--- src/rtl/dcpu16_mbus_arb.sv ---
`default_nettype none
// ============================================================================
// Module      : dcpu16_mbus_arb
// Description : Two-requester arbiter for the DCPU16 shared memory bus.
//               The instruction-fetch port (f_*) and the data port (g_*)
//               compete for a single memory bus (m_*). Ties are resolved
//               round-robin; a wait counter aborts any transaction that
//               has not completed within TMO bus-wait cycles.
// Ports       : clk, rst        - clock, synchronous active-high reset
//               f_stb/f_adr     - fetch request and word address
//               f_ack/f_dti     - fetch completion pulse and fetched word
//               g_stb/g_wre/g_adr/g_dto - data request, write flag,
//                                 address and write data
//               g_ack/g_dti     - data completion pulse and read data
//               m_stb/m_wre/m_adr/m_dto - shared bus request
//               m_ack/m_dti     - shared bus completion and read data
//               tmo             - pulses with the ack of an aborted access
// Revision    : 1.0 - initial release
// ============================================================================
module dcpu16_mbus_arb #(
    parameter int TMO = 15
) (
    input  logic        clk,
    input  logic        rst,
    input  logic        f_stb,
    input  logic [15:0] f_adr,
    output logic        f_ack,
    output logic [15:0] f_dti,
    input  logic        g_stb,
    input  logic        g_wre,
    input  logic [15:0] g_adr,
    input  logic [15:0] g_dto,
    output logic        g_ack,
    output logic [15:0] g_dti,
    output logic        m_stb,
    output logic        m_wre,
    output logic [15:0] m_adr,
    output logic [15:0] m_dto,
    input  logic        m_ack,
    input  logic [15:0] m_dti,
    output logic        tmo
);

    localparam logic [7:0] c_tmo = TMO[7:0];

    typedef enum logic [1:0] {
        IDLE  = 2'd0,
        FETCH = 2'd1,
        DATA  = 2'd2
    } state_t;

    state_t     r_state;
    logic [7:0] r_cnt;
    logic       r_last_g;   // 1: the data port received the most recent grant

    // A requester whose ack is high this cycle still holds its strobe for
    // that one cycle; masking it prevents granting the same request twice.
    logic       w_f_elig;
    logic       w_g_elig;
    logic       w_pick_f;
    logic       w_pick_g;
    logic [7:0] w_cnt_inc;
    logic [15:0] w_rdata;

    assign w_f_elig  = f_stb & ~f_ack;
    assign w_g_elig  = g_stb & ~g_ack;
    assign w_pick_f  = w_f_elig & (~w_g_elig | r_last_g);
    assign w_pick_g  = w_g_elig & ~w_pick_f;
    assign w_cnt_inc = r_cnt + 8'd1;
    // Aborted transactions return zero instead of whatever is on the bus.
    assign w_rdata   = m_ack ? m_dti : 16'h0000;

    always_ff @(posedge clk) begin
        if (rst) begin
            r_state  <= IDLE;
            r_cnt    <= 8'd0;
            r_last_g <= 1'b1;
            m_stb    <= 1'b0;
            m_wre    <= 1'b0;
            m_adr    <= 16'h0000;
            m_dto    <= 16'h0000;
            f_ack    <= 1'b0;
            f_dti    <= 16'h0000;
            g_ack    <= 1'b0;
            g_dti    <= 16'h0000;
            tmo      <= 1'b0;
        end else begin
            f_ack <= 1'b0;
            g_ack <= 1'b0;
            tmo   <= 1'b0;
            case (r_state)
                IDLE: begin
                    // m_ack is deliberately ignored here.
                    if (w_pick_f) begin
                        r_state  <= FETCH;
                        r_last_g <= 1'b0;
                        r_cnt    <= 8'd0;
                        m_stb    <= 1'b1;
                        m_wre    <= 1'b0;
                        m_adr    <= f_adr;
                        m_dto    <= 16'h0000;
                    end else if (w_pick_g) begin
                        r_state  <= DATA;
                        r_last_g <= 1'b1;
                        r_cnt    <= 8'd0;
                        m_stb    <= 1'b1;
                        m_wre    <= g_wre;
                        m_adr    <= g_adr;
                        m_dto    <= g_dto;
                    end
                end
                FETCH, DATA: begin
                    // A completion arriving on the same cycle the counter
                    // would hit the limit wins over the abort.
                    if (m_ack || (w_cnt_inc == c_tmo)) begin
                        r_state <= IDLE;
                        m_stb   <= 1'b0;
                        m_wre   <= 1'b0;
                        tmo     <= ~m_ack;
                        if (r_state == FETCH) begin
                            f_ack <= 1'b1;
                            f_dti <= w_rdata;
                        end else begin
                            g_ack <= 1'b1;
                            g_dti <= w_rdata;
                        end
                    end
                    if (!m_ack) begin
                        r_cnt <= w_cnt_inc;
                    end
                end
                default: begin
                    r_state <= IDLE;
                    m_stb   <= 1'b0;
                    m_wre   <= 1'b0;
                end
            endcase
        end
    end

endmodule
`default_nettype wire

--- config.mk ---
export PLATFORM = sky130hd
export DESIGN_NAME = dcpu16_mbus_arb
export DESIGN_NICKNAME = d
export VERILOG_FILES = /design/src/rtl/dcpu16_mbus_arb.sv
export SDC_FILE = /design/constraint.sdc
export NUM_CORES = 1
export LEC_CHECK = 0
export ABC_AREA = 0
export ABC_CLOCK_PERIOD_IN_PS = 1900
export BUFFER_PORTS_ARGS = -buffer_cell sky130_fd_sc_hd__buf_2
export CAP_MARGIN = 20
export CORE_MARGIN = 4
export CORE_UTILIZATION = 40
export DETAILED_ROUTE_END_ITERATION = 8
export PLACE_DENSITY = 0.7
export SETUP_SLACK_MARGIN = 0.5
export SLEW_MARGIN = 30
export SYNTH_ARGS = -nofsm -noshare
export SYNTH_HDL_FRONTEND = slang
export SYNTH_SLANG_ARGS = --single-unit
--- constraint.sdc ---
create_clock -name clk -period 1.9 [get_ports clk]
set_clock_uncertainty 0.1 [all_clocks]
set_input_delay 0.19 -clock clk [delete_from_list [all_inputs] [get_ports clk]]
set_output_delay 0.19 -clock clk [all_outputs]
set_load 0.02 [all_outputs]
# --- Yosys cells after proc, flatten, opt, wreduce, memory -nomap -nowiden ---
# Cells that the tools add are included.
word_totals:
  inputBits: 70
  out_inout_bits: 69
  regBits: 80
  wordCells: 66
classes:
  add_sub_neg: 1
  n_reduce_logical: 11
  muxes: 23
  eq_ne: 6
  bitwise_logic: 13
ops:
  columns: ["operator", "count"]
  rows:
  - ["$mux W16", 5]
  - ["$mux W8", 3]
  - ["$pmux W8 S2", 1]
  - ["$reduce_and A3 Y1", 3]
  - ["$add A8 B1 Y8 const B", 1]
  - ["$eq A8 B4 Y1 const B", 1]
  - ["$mux W1", 8]
  - ["$not A1 Y1", 8]
  - ["$mux W2", 3]
  - ["$and A1 B1 Y1", 4]
  - ["$ne A2 B2 Y1 const B", 2]
  - ["$pmux W1 S2", 2]
  - ["$pmux W2 S2", 1]
  - ["$reduce_and A2 Y1", 2]
  - ["$reduce_bool A2 Y1", 2]
  - ["$ne A3 B3 Y1 const B", 1]
  - ["$reduce_or A3 Y1", 1]
  - ["$eq A2 B1 Y1 const B", 1]
  - ["$eq A2 B2 Y1 const B", 1]
  - ["$logic_not A2 Y1", 1]
  - ["$reduce_or A2 Y1", 1]
  - ["$logic_or A1 B1 Y1", 1]
  - ["$or A1 B1 Y1", 1]

# --- Logic depth before layout (Yosys ltp) ---
# Gate-level depths: netlist (run 1).
depth:
  depth_word: 10
  ltp_mapped: 8

# --- Worst setup path before layout (run 1) ---
# No wires, ideal clock.
synth_timing:
  path_type: "register to register"
  start: "reg r_cnt[0]"
  end: "reg f_dti[10]"
  n_path_buf: 1
  path_stages_with_launch: 8
  path_slack_ps: 88
  arrival_ps: 1595
  setup_ps: 117
  path_cell_list: "dfxtp_1 -> ha_1 -> xor2_1 -> nand3_1 -> o21bai_2 -> a31oi_4 -> buf_6 -> a32o_1"
synth_between:
  elab_chain_len: 4
synth_rtl:
  columns: ["item", "line", "source"]
  rows:
  - ["start, declared", "53", "logic [7:0] r_cnt;"]
  - ["start signal, assigned", "129", "r_cnt <= w_cnt_inc;"]
  - ["$add A8 B1 Y8", "69", "assign w_cnt_inc = r_cnt + 8'd1;"]
  - ["$eq A8 B4 Y1", "115", "if (m_ack || (w_cnt_inc == c_tmo)) begin"]
  - ["$logic_or A1 B1 Y1", "115", null]
  - ["$reduce_and A3 Y1 (no source line)", null, null]
  - ["end signal, assigned", "122", "f_dti <= w_rdata;"]
  - ["end, declared", "28", "output logic [15:0] f_dti,"]
# Every way passes these cells.
# A chain may end at the register's enable or synchronous reset.

# --- Worst setup path in the final report (run 1) ---
layout_timing:
  start: "reg r_state[0]"
  end: "reg r_cnt[7]"
layout_between:
  elab_chain_len: 4
  word_cells_on_any_way: 9
  classes_between: "4 x eq/ne; 1 x mux; 4 x reduce/logical"
layout_rtl:
  columns: ["item", "line", "source"]
  rows:
  - ["start, declared", "52", "state_t r_state;"]
  - ["start signal, assigned", "75", "r_state <= IDLE;"]
  - ["start signal, assigned", "95", "r_state <= FETCH;"]
  - ["start signal, assigned", "103", "r_state <= DATA;"]
  - ["$eq A2 B1 Y1 or $eq A2 B2 Y1 (tied branches)", "91", "case (r_state)"]
  - ["$reduce_or A2 Y1", "91", null]
  - ["$ne A2 B2 Y1 (no source line) or $reduce_bool A2 Y1 (tied branches)", null, null]
  - ["$reduce_and A3 Y1 (no source line)", null, null]
# Several ways; a longest one is shown, not always the timed one.

==> results of run 1 <==
-- worst paths after layout --
check / from / to / cells past startpoint
max: r_state[0] / r_cnt[7] / 9
min: g_dto[4] / m_dto[4] / 3
max reg2reg: r_state[0] / r_cnt[7] / 9
min reg2reg: f_dti[12] / f_dti[12] / 1
-- placed cells by master, fill, tap and decap left out, types with 7 or more instances in the layout --
cell type and instances:
buf_2 138, dlygate4sd3_1 8, a22oi_2 10, a32o_1 32, dfxtp_2 7, mux2i_2 8
a211oi_2 13, dfxtp_1 70, buf_6 11, mux2i_1 8, nor2_1 41, clkbuf_8 12
buf_4 24
-- what timing repair did --
item	in CTS	in global routing
cloned	7	0
pin swaps	23	44
buffers inserted	12	11
endpoints found under the setup margin	80	80
hold buffers	8	0
hold endpoints to repair	8	0
resized for setup	40	44
-- tightest hold or removal path, stage by stage --
cell     delay [ps]
buf_2            80
a22oi_1          60
nor2_1           80
-- logic make-up after synthesis --
| family | after synthesis | synth area share [%] |
|---|---|---|
| AOI/OAI and AO/OA | 92 | 24.6 |
| and+or+nand+nor | 82 | 12.8 |
| DFF | 80 | 50.4 |
| buffers and inverters | 31 | 5.08 |
| muxes | 16 | 5.04 |
| adders and majority gates | 4 | 1.57 |
| xor gates and xnor gates | 2 | 0.551 |
-- metal layers --
metal  GRT usage [%]  part of all wire [%]
met2            31.4                    49
met5               0                     0
met1            23.3                    40
met4            9.83                   2.6
met3            6.75                   9.0
-- cell type report --
cell class / count / area [sq um] / share of cell area [%]
tap: 102 / 128 / 2.56
clock inverter: 1 / 8.76 / 0.176
inverter: 7 / 26.3 / 0.527
timing repair buffer: 186 / 1190 / 23.9
sequential: 80 / 1620 / 32.5
multi-input combinational: 199 / 1830 / 36.8
clock buffer: 15 / 176 / 3.54
-- registers in the layout, summed over array words and instances (netlist names) --
register	count
m_wre	1
f_ack	1
m_stb	1
g_ack	1
r_last_g	1
r_cnt	8
m_adr	16
g_dti	16
m_dto	16
tmo	1
r_state	2
f_dti	16
-- report_power, final --
part           switching, mW  internal [mW]
clock network          0.599          0.590
logic                  0.926          0.740
registers             0.0893           1.84
-- through the flow --
step,instance area (sq um),hold WS (ps),total power [mW],utilization [%]
after CTS,4700,1.07,4.60,60.8
after global placement,4110,338,3.20,53.1
after detailed placement,4110,346,3.23,53.2
after floorplan,3340,231,2.92,-
final,4980,7.63,4.79,64.5
after global routing,4980,0.178,5.02,64.5
==> impl_metrics.py, run 1 <==
metrics = {
    "global_route": {
        "grt_first_pass_wirelength_mm": 15.1,
        "grt-ovfl-total": 0,
        "grt_usage_pct": 19.6,
        "vias_in_the_first_global_route": 3082,
        "largest_net_degree_at_the_start_of_global_routing": 33,
        "grt_antenna_before_repair": 0,
    },
    "floorplan": {
        "die_width_microns": 97.2,
        "floorplan.initialDensity_pct": 41.1,
        "area_of_the_core_region_sq_um": 7730,
        "die_h_microns": 97.2,
        "ios": 139,
        "die_area_sq_um": 9440,
        "row_count": 32,
    },
    "sta": {
        "final_critical_path_share_of_the_clock_period_pct": 95.7,
        "maxSlewViolCount": 0,
        "timing_worst_slew_pin_value_ps": 396,
        "grt_setup_unrepaired": "true",
        "post-route-worst-setup-slack_ps": 81.4,
        "finalHoldViolations": 0,
        "fin_tns_setup_ps": 0,
        "timing.final.setup_violations": 0,
        "clock.fmax_mhz": 550,
        "timing.final.crit_period_ps": 1820,
        "max-slew-margin-rel_pct": 73.5,
    },
    "worst_setup_path": {
        "cp_cell_sequence": "inv_2 -> ha_4 -> buf_6 -> nand2b_4 -> a31o_4 -> buf_4 -> nor3_2 -> nor2_1 -> a311oi_1",
        "cpPeakStageDelay_ps": 350,
        "critical_path_required_ps": 2050,
        "cp.buffers_inverters": 3,
        "timing.critical_path.arrival_ps": 1970,
        "worst-setup-path-type": "register to register",
        "cp_max_fo": 5,
        "worst_path_dominant_cell_family": "compound AO/OA/AOI/OAI gates",
        "rrSetupSlack_ps": 80,
        "critPathLaunchType": "register",
        "endpoint_kind": "register",
        "worst_path_max_delay_cell": "dfxtp_2",
    },
    "route": {
        "ant_nets": 0,
        "remaining_drc_errors": 0,
        "via_count": 3181,
        "routed_wire_length_per_instance_microns": 16.8,
        "drtPass1Iterations": 4,
        "viasPerCell": 5.39,
        "number_of_drc_violations_after_detailed_routing_iteration_0": 154,
        "routed_wl_mm": 9.92,
    },
    "clock_tree": {
        "clockBufferDepth": 2,
        "clkSlewWorstSetupHoldPaths_ps": 80,
        "htree_num_levels": 3,
        "clk_latency_ps": 340,
        "clk_root_buffer_cell": "clkbuf_8",
        "clkSinkCount": 80,
        "clock_tree_from_tritoncts": "built",
        "numCtsBuffers": 9,
    },
    "placed_design": {
        "gp_congestion": 0.798,
        "pre_cts_ws_ps": 36.5,
        "port-buffer-count": 138,
        "post-place-cells": 536,
        "detailed_place_hpwl_mm": 5.73,
    },
    "logic_synthesis": {
        "post-synth-top-count-cell": "dfxtp_1",
        "yosysUniqueCellTypes": 41,
        "ys_top_cells_by_area": "dfxtp_1, a32o_1, nor2_1, mux2i_1, a211oi_1",
        "asyncSetResetFlopFracSynth_pct": 0,
        "syn_nets": 381,
        "largest_area_contributor_in_the_netlist": "dfxtp_1",
        "synthesis.area_sq_um": 3180,
        "portion_of_synthesized_cell_area_occupied_by_the_leading_cell_type_pct": 50.4,
        "ys_seq_area_share_pct": 50.4,
        "yosysWarningCount": 0,
        "postSynthRegisterBits": 80,
        "syn-mean-instance-area_sq_um": 10.4,
        "synthCells": 307,
        "synth_enable_flop_cells": 0,
        "netlist_top_cells_count": "dfxtp_1, nor2_1, a32o_1, a211oi_1",
        "synth_ff_type": "dfxtp_1",
    },
    "layout": {
        "fin_cells": 590,
        "layout-drive-gt1-share_pct": 57.8,
        "flow.area_growth_from_synthesis_pct": 56.7,
        "antennaDiodeCount": 0,
        "num-fill-cells": 570,
        "fin_nets": 557,
    },
    "outcome": {
        "status": "finished, final reports clean",
    },
    "run": {
        "max-cap-violations": 0,
    },
    "pwr": {
        "static-leakage-power_nw": 2.19,
        "vdd_drop_max_mv": 0.545,
        "power.density_cell_area_nw_per_um2": 961,
    },
    "min_path": {
        "min-delay-path-class": "input port to register",
    },
}
Power figures use the tool's default switching activity.
==> inputs of run 2 (changes only) <==
--- a/config.mk
+++ b/config.mk
@@ -9,11 +9,14 @@
 export ABC_CLOCK_PERIOD_IN_PS = 1900
 export BUFFER_PORTS_ARGS = -buffer_cell sky130_fd_sc_hd__buf_2
 export CAP_MARGIN = 20
+export CELL_PAD_IN_SITES_DETAIL_PLACEMENT = 1
+export CELL_PAD_IN_SITES_GLOBAL_PLACEMENT = 2
 export CORE_MARGIN = 4
-export CORE_UTILIZATION = 40
+export CORE_UTILIZATION = 25
 export DETAILED_ROUTE_END_ITERATION = 8
-export PLACE_DENSITY = 0.7
+export PLACE_DENSITY = 0.74
 export SETUP_SLACK_MARGIN = 0.5
+export SKIP_LAST_GASP = 1
 export SLEW_MARGIN = 30
 export SYNTH_ARGS = -nofsm -noshare
 export SYNTH_HDL_FRONTEND = slang
==> impl_metrics.py, run 2 (same netlist as run 1, synthesis figures left out) <==
metrics = {
    "outcome": {
        "status": "finished, final reports clean",
    },
    "worst_setup_path": {
        "endpoint_kind": "register",
        "critPathLaunchType": "register",
        "critical_path_required_ps": 2030,
        "worst_path_max_delay_cell": "dfxtp_4",
        "cp_cell_sequence": "ha_4 -> xor2_2 -> nand3_2 -> o21bai_4 -> a31oi_4 -> clkbuf_16 -> a32o_1",
        "cp_max_fo": 8,
        "cpPeakStageDelay_ps": 370,
        "timing.critical_path.arrival_ps": 1940,
        "worst-setup-path-type": "register to register",
    },
    "layout": {
        "flow.area_growth_from_synthesis_pct": 64.7,
        "antennaDiodeCount": 0,
        "layout-drive-gt1-share_pct": 56.3,
        "final_design_area_no_fill_sq_um": 5240,
        "mostFrequentLayoutCells": "buf_2, dfxtp_1, nor2_1",
        "most_common_cell_after_layout_fill_and_taps_aside": "buf_2",
        "fin_nets": 565,
        "num-fill-cells": 1401,
        "fin_cells": 664,
    },
    "clock_tree": {
        "clock_tree_from_tritoncts": "built",
        "clkSinkCount": 80,
        "clockBufferDepth": 2,
        "clk_latency_ps": 340,
        "clk_root_buffer_cell": "clkbuf_16",
        "clkSlewWorstSetupHoldPaths_ps": 60,
        "numCtsBuffers": 9,
        "htree_num_levels": 3,
    },
    "pwr": {
        "switching_portion_of_total_power_pct": 31.4,
        "power.density_cell_area_nw_per_um2": 1050,
        "vdd_drop_max_mv": 0.506,
        "static-leakage-power_nw": 2.31,
        "internal-power_mw": 3.78,
        "power.net_switching_mw": 1.73,
        "clock_power_share_pct": 31.3,
        "combinational_share_of_power_pct": 33.6,
        "seq_power_share_pct": 35.1,
    },
    "sta": {
        "fin_tns_setup_ps": 0,
        "post-route-worst-setup-slack_ps": 89.7,
        "grt_setup_unrepaired": "true",
        "clock.fmax_mhz": 552,
        "max-slew-margin-rel_pct": 58.7,
        "timing.final.crit_period_ps": 1810,
        "fin_hold_ws_ps": 10.9,
        "maxSlewViolCount": 0,
        "timing.final.setup_violations": 0,
        "final_critical_path_share_of_the_clock_period_pct": 95.3,
        "timing_worst_slew_pin_value_ps": 620,
        "finalHoldViolations": 0,
    },
    "route": {
        "m1WireLength_mm": 4.73,
        "ant_nets": 0,
        "routed_wire_length_per_instance_microns": 17.0,
        "viasPerCell": 4.74,
        "highest-signal-layer": "met4",
        "remaining_drc_errors": 0,
        "route.met2.wl_mm": 5.35,
        "met3_wire_length_mm": 1.02,
        "drtPass1Iterations": 4,
        "routed_wl_mm": 11.3,
        "number_of_drc_violations_after_detailed_routing_iteration_0": 125,
        "via_count": 3149,
    },
    "global_route": {
        "grt_antenna_before_repair": 0,
        "grt_first_pass_wirelength_mm": 17.5,
        "grt_usage_pct": 15.0,
        "grt-ovfl-total": 0,
        "vias_in_the_first_global_route": 3459,
        "largest_net_degree_at_the_start_of_global_routing": 51,
    },
    "placed_design": {
        "detailed_place_hpwl_mm": 6.94,
        "gp_congestion": 0.737,
        "post_dp_cell_area_sq_um": 4190,
        "post-place-cells": 603,
        "port-buffer-count": 138,
        "pre_cts_ws_ps": -39.6,
    },
    "run": {
        "max-cap-violations": 0,
    },
    "floorplan": {
        "die_width_microns": 121,
        "ios": 139,
        "floorplan.initialDensity_pct": 26.0,
        "die_area_sq_um": 14600,
        "die_h_microns": 121,
        "area_of_the_core_region_sq_um": 12200,
        "row_count": 40,
    },
    "min_path": {
        "min-delay-path-class": "input port to register",
    },
}
run 2: cell types whose count changed in the layout (fill, tap and decap cells not counted), moves of 5 or more:
cell and delta:
clkbuf_8 -11, dlygate4sd3_1 -6, a211oi_2 -9, clkbuf_16 +10
buf_4 +8, mux2i_2 -7, a22oi_2 +6, a22oi_1 -6
buf_12 +5, a211oi_1 +9
run 2: area by class of cell:
cell class | instances | area (sq um) | area share, %
clock buffer | 13 | 250 | 4.78
tap | 168 | 210 | 4.01
sequential | 80 | 1620 | 30.9
inverter | 7 | 26.3 | 0.502
multi-input combinational | 199 | 1760 | 33.6
timing repair buffer | 194 | 1330 | 25.4
clock inverter | 3 | 42.5 | 0.812
run 2: final timing paths:
kind | start | depth (start not counted) | slack (ps) | endpoint
max | r_cnt[1] | 7 | 90 | g_dti[3]
max reg2reg | r_cnt[1] | 7 | 90 | g_dti[3]
min | g_dto[11] | 3 | 10 | m_dto[11]
min reg2reg | f_dti[14] | 1 | 360 | f_dti[14]
run 2: routing by layer:
layer / GRT usage, % / up-vias
met4: 5.45 / 0
met5: 0 / -
met3: 6.22 / 14
met1: 17.3 / 1496
li1: - / 1522
met2: 24.9 / 117
run 2: timing repair:
item	4_1_cts	5_1_grt
endpoints found under the setup margin	80	80
gates resized for setup	48	25
hold endpoints to repair	2	0
hold buffers	2	0
pin swaps	30	17
gates cloned	6	2
setup buffers	25	10
run 2: power by group through the flow:
stage               logic (mW)  registers, mW  clock network [mW]
global placement          1.26           1.96                   0
detailed placement        1.29           1.97                   0
finish                    1.85           1.94                1.72
floorplan                0.773           2.15                   0
global route              2.00           1.96                1.84
CTS                       1.68           1.94                1.77
run 2: worst max-delay path: cells and delay by family (launching register included):
family                     cells  cell delay (ps)
AOI/OAI and AO/OA              3              560
xor gates and xnor gates       1              160
adders and majority gates      1              150
buffers and inverters          1              200
DFF                            1              370
and+or+nand+nor                1              150
run 2: stage by stage:
| stage | total power, mW | utilization (%) |
|---|---|---|
| 3_3_place_gp | 3.23 | 34.3 |
| 3_5_place_dp | 3.26 | 34.3 |
| 2_1_floorplan | 2.92 | - |
| 6_report | 5.51 | 42.9 |
| 5_1_grt | 5.80 | 42.9 |
| 4_1_cts | 5.39 | 41.3 |
==> inputs of run 3 (changes only) <==
--- a/config.mk
+++ b/config.mk
@@ -5,14 +5,14 @@
 export SDC_FILE = /design/constraint.sdc
 export NUM_CORES = 1
 export LEC_CHECK = 0
-export ABC_AREA = 0
+export ABC_AREA = 1
 export ABC_CLOCK_PERIOD_IN_PS = 1900
 export BUFFER_PORTS_ARGS = -buffer_cell sky130_fd_sc_hd__buf_2
 export CAP_MARGIN = 20
 export CELL_PAD_IN_SITES_DETAIL_PLACEMENT = 1
 export CELL_PAD_IN_SITES_GLOBAL_PLACEMENT = 2
 export CORE_MARGIN = 4
-export CORE_UTILIZATION = 25
+export CORE_UTILIZATION = 23
 export DETAILED_ROUTE_END_ITERATION = 8
 export PLACE_DENSITY = 0.74
 export SETUP_SLACK_MARGIN = 0.5
==> impl_metrics.py, run 3 <==
metrics = {
    "min_path": {
        "min-delay-path-class": "input port to register",
    },
    "global_route": {
        "vias_in_the_first_global_route": 4599,
        "grt_antenna_before_repair": 0,
        "largest_net_degree_at_the_start_of_global_routing": 44,
        "grt-ovfl-total": 0,
        "grt_first_pass_wirelength_mm": 23.8,
        "grt_usage_pct": 16.4,
    },
    "worst_setup_path": {
        "cpPeakStageDelay_ps": 360,
        "worst_path_max_delay_cell": "dfxtp_4",
        "worst_path_dominant_cell_family": "simple AND/OR/NAND/NOR gates",
        "cp_cell_sequence": "buf_4 -> nand2_1 -> nor2_4 -> nand2_1 -> nand3_2 -> nor2_4 -> nand3_4 -> nand2_8 -> buf_12 -> nand4_1 -> nand2_1 -> nor2_1",
        "critPathLaunchType": "register",
        "cp.buffers_inverters": 2,
        "worst-setup-path-type": "register to register",
        "path_common_cell": "nand2_1",
        "cp_max_fo": 11,
        "endpoint_kind": "register",
        "critical_path_required_ps": 2050,
        "timing.critical_path.arrival_ps": 2030,
    },
    "pwr": {
        "static-leakage-power_nw": 3.23,
        "vdd_drop_max_mv": 0.512,
        "power.density_cell_area_nw_per_um2": 1120,
    },
    "route": {
        "remaining_drc_errors": 0,
        "via_count": 4292,
        "routed_wire_length_per_instance_microns": 15.5,
        "ant_nets": 0,
        "viasPerCell": 4.36,
        "number_of_drc_violations_after_detailed_routing_iteration_0": 169,
        "drtPass1Iterations": 4,
        "routed_wl_mm": 15.3,
    },
    "clock_tree": {
        "htree_num_levels": 3,
        "numCtsBuffers": 9,
        "clkSlewWorstSetupHoldPaths_ps": 70,
        "clockBufferDepth": 2,
        "clk_root_buffer_cell": "clkbuf_16",
        "clk_latency_ps": 350,
        "clkSinkCount": 80,
        "clock_tree_from_tritoncts": "built",
    },
    "sta": {
        "finalHoldViolations": 0,
        "max-slew-margin-rel_pct": 52.7,
        "maxSlewViolCount": 0,
        "grt_setup_unrepaired": "true",
        "fin_tns_setup_ps": 0,
        "timing.final.setup_violations": 0,
        "timing.final.crit_period_ps": 1880,
        "clock.fmax_mhz": 531,
        "final_critical_path_share_of_the_clock_period_pct": 99.0,
        "timing_worst_slew_pin_value_ps": 709,
        "fin_hold_ws_ps": 3.63,
    },
    "layout": {
        "mostFrequentLayoutCells": "buf_2, nand2_1, inv_1",
        "antennaDiodeCount": 0,
        "finalCoreUtilization_pct": 40.2,
        "fin_nets": 838,
        "most_common_cell_after_layout_fill_and_taps_aside": "buf_2",
        "flow.area_growth_from_synthesis_pct": 70.8,
        "num-fill-cells": 1980,
        "layout-drive-gt1-share_pct": 42.3,
        "fin_cells": 985,
    },
    "placed_design": {
        "port-buffer-count": 138,
        "detailed_place_hpwl_mm": 8.92,
        "gp_congestion": 0.746,
        "post-place-cells": 900,
    },
    "floorplan": {
        "ios": 139,
        "area_of_the_core_region_sq_um": 15900,
        "die_area_sq_um": 18400,
        "row_count": 46,
        "die_h_microns": 136,
        "floorplan.initialDensity_pct": 23.5,
        "die_width_microns": 136,
    },
    "logic_synthesis": {
        "yosysUniqueCellTypes": 25,
        "postSynthRegisterBits": 80,
        "syn-mean-instance-area_sq_um": 6.64,
        "netlist_top_cells_count": "nand2_1, inv_1, nor2_1, dfxtp_1, a21oi_1",
        "largest_area_contributor_in_the_netlist": "dfxtp_1",
        "synth_ff_type": "dfxtp_1",
        "synthesis.area_sq_um": 3750,
        "portion_of_synthesized_cell_area_occupied_by_the_leading_cell_type_pct": 42.7,
        "ys_seq_area_share_pct": 42.7,
        "yosysWarningCount": 0,
        "ys_top_cells_by_area": "dfxtp_1, nand2_1, inv_1, nor2_1, a22oi_1",
        "post-synth-top-count-cell": "nand2_1",
        "synth_enable_flop_cells": 0,
        "synthCells": 565,
        "syn_nets": 639,
        "asyncSetResetFlopFracSynth_pct": 0,
    },
    "outcome": {
        "status": "finished, final reports clean",
    },
    "run": {
        "max-cap-violations": 0,
    },
}
-- run 3: changes by cell type after synthesis, sizes merged, moves of 17 or more --
cell    change
nand2     +154
inv       +100
nor2       +38
a32o       -33
nand4      +18
a211oi     -17
a21oi      +17
-- run 3: final timing paths --
check | startpoint | to | slack, ps | depth (start not counted)
worst min-delay path | g_dto[0] | m_dto[0] | 4 | 3
worst min register to register | m_stb | m_stb | 360 | 2
worst max-delay path | r_cnt[1] | g_dti[13] | 20 | 12
worst max register to register | r_cnt[1] | g_dti[13] | 20 | 12
-- run 3: through the flow --
step	worst slack [ps]	area (sq um)	total power [mW]
CTS	-6.55	6030	6.87
global placement	-83.5	4730	3.96
floorplan	181	3870	3.49
detailed placement	-186	4730	4.03
global route	-144	6410	7.65
finish	18.4	6410	7.19
-- run 3: metal layers --
metal / GRT usage, % / share of wire (%)
met1: 19.5 / 43
met2: 28.5 / 50
met3: 3.94 / 5.5
met4: 6.38 / 1.5
met5: 0 / 0
-- run 3: timing repair --
item | 4_1_cts | 5_1_grt
endpoints found under the setup margin | 80 | 80
resized for setup | 98 | 59
pin swaps | 25 | 27
hold endpoints to repair | 15 | 0
buffers inserted | 21 | 16
hold buffers | 15 | 0
cloned | 14 | 3
-- run 3: layout make-up --
| type | instances | area [sq um] | area share [%] |
|---|---|---|---|
| clock inverters | 5 | 40.0 | 0.625 |
| well taps | 216 | 270 | 4.22 |
| multi-input cells | 356 | 2160 | 33.8 |
| repair inverters | 2 | 22.5 | 0.352 |
| repair buffers | 206 | 1600 | 24.9 |
| clock buffers | 11 | 243 | 3.79 |
| inverters | 109 | 445 | 6.95 |
| flip-flops and latches | 80 | 1620 | 25.3 |
-- run 3: worst register-to-register path, delay by kind of cell (launching register included) --
family / cells / cell delay [ps]
buffers and inverters: 2 / 270
AND/OR/NAND/NOR: 10 / 1060
flip-flops: 1 / 360
-- run 3: cell families (layout without fill, tap and decap cells) --
group / Yosys count / count (layout) / synth area share [%]
AOI/OAI and AO/OA: 66 / 66 / 10.3
adders and majority gates: 4 / 4 / 1.33
buffers and inverters: 136 / 333 / 14.7
DFF: 80 / 80 / 42.7
and+or+nand+nor: 279 / 286 / 30.9
-- run 3: where the power goes --
part	total [mW]	switching [mW]	leakage [nW]	internal [mW]
sequential	2.11	0.158	0.659	1.95
combinational	3.39	1.85	2.45	1.54
clock	1.69	0.765	0.128	0.929
total	7.19	2.77	3.23	4.42
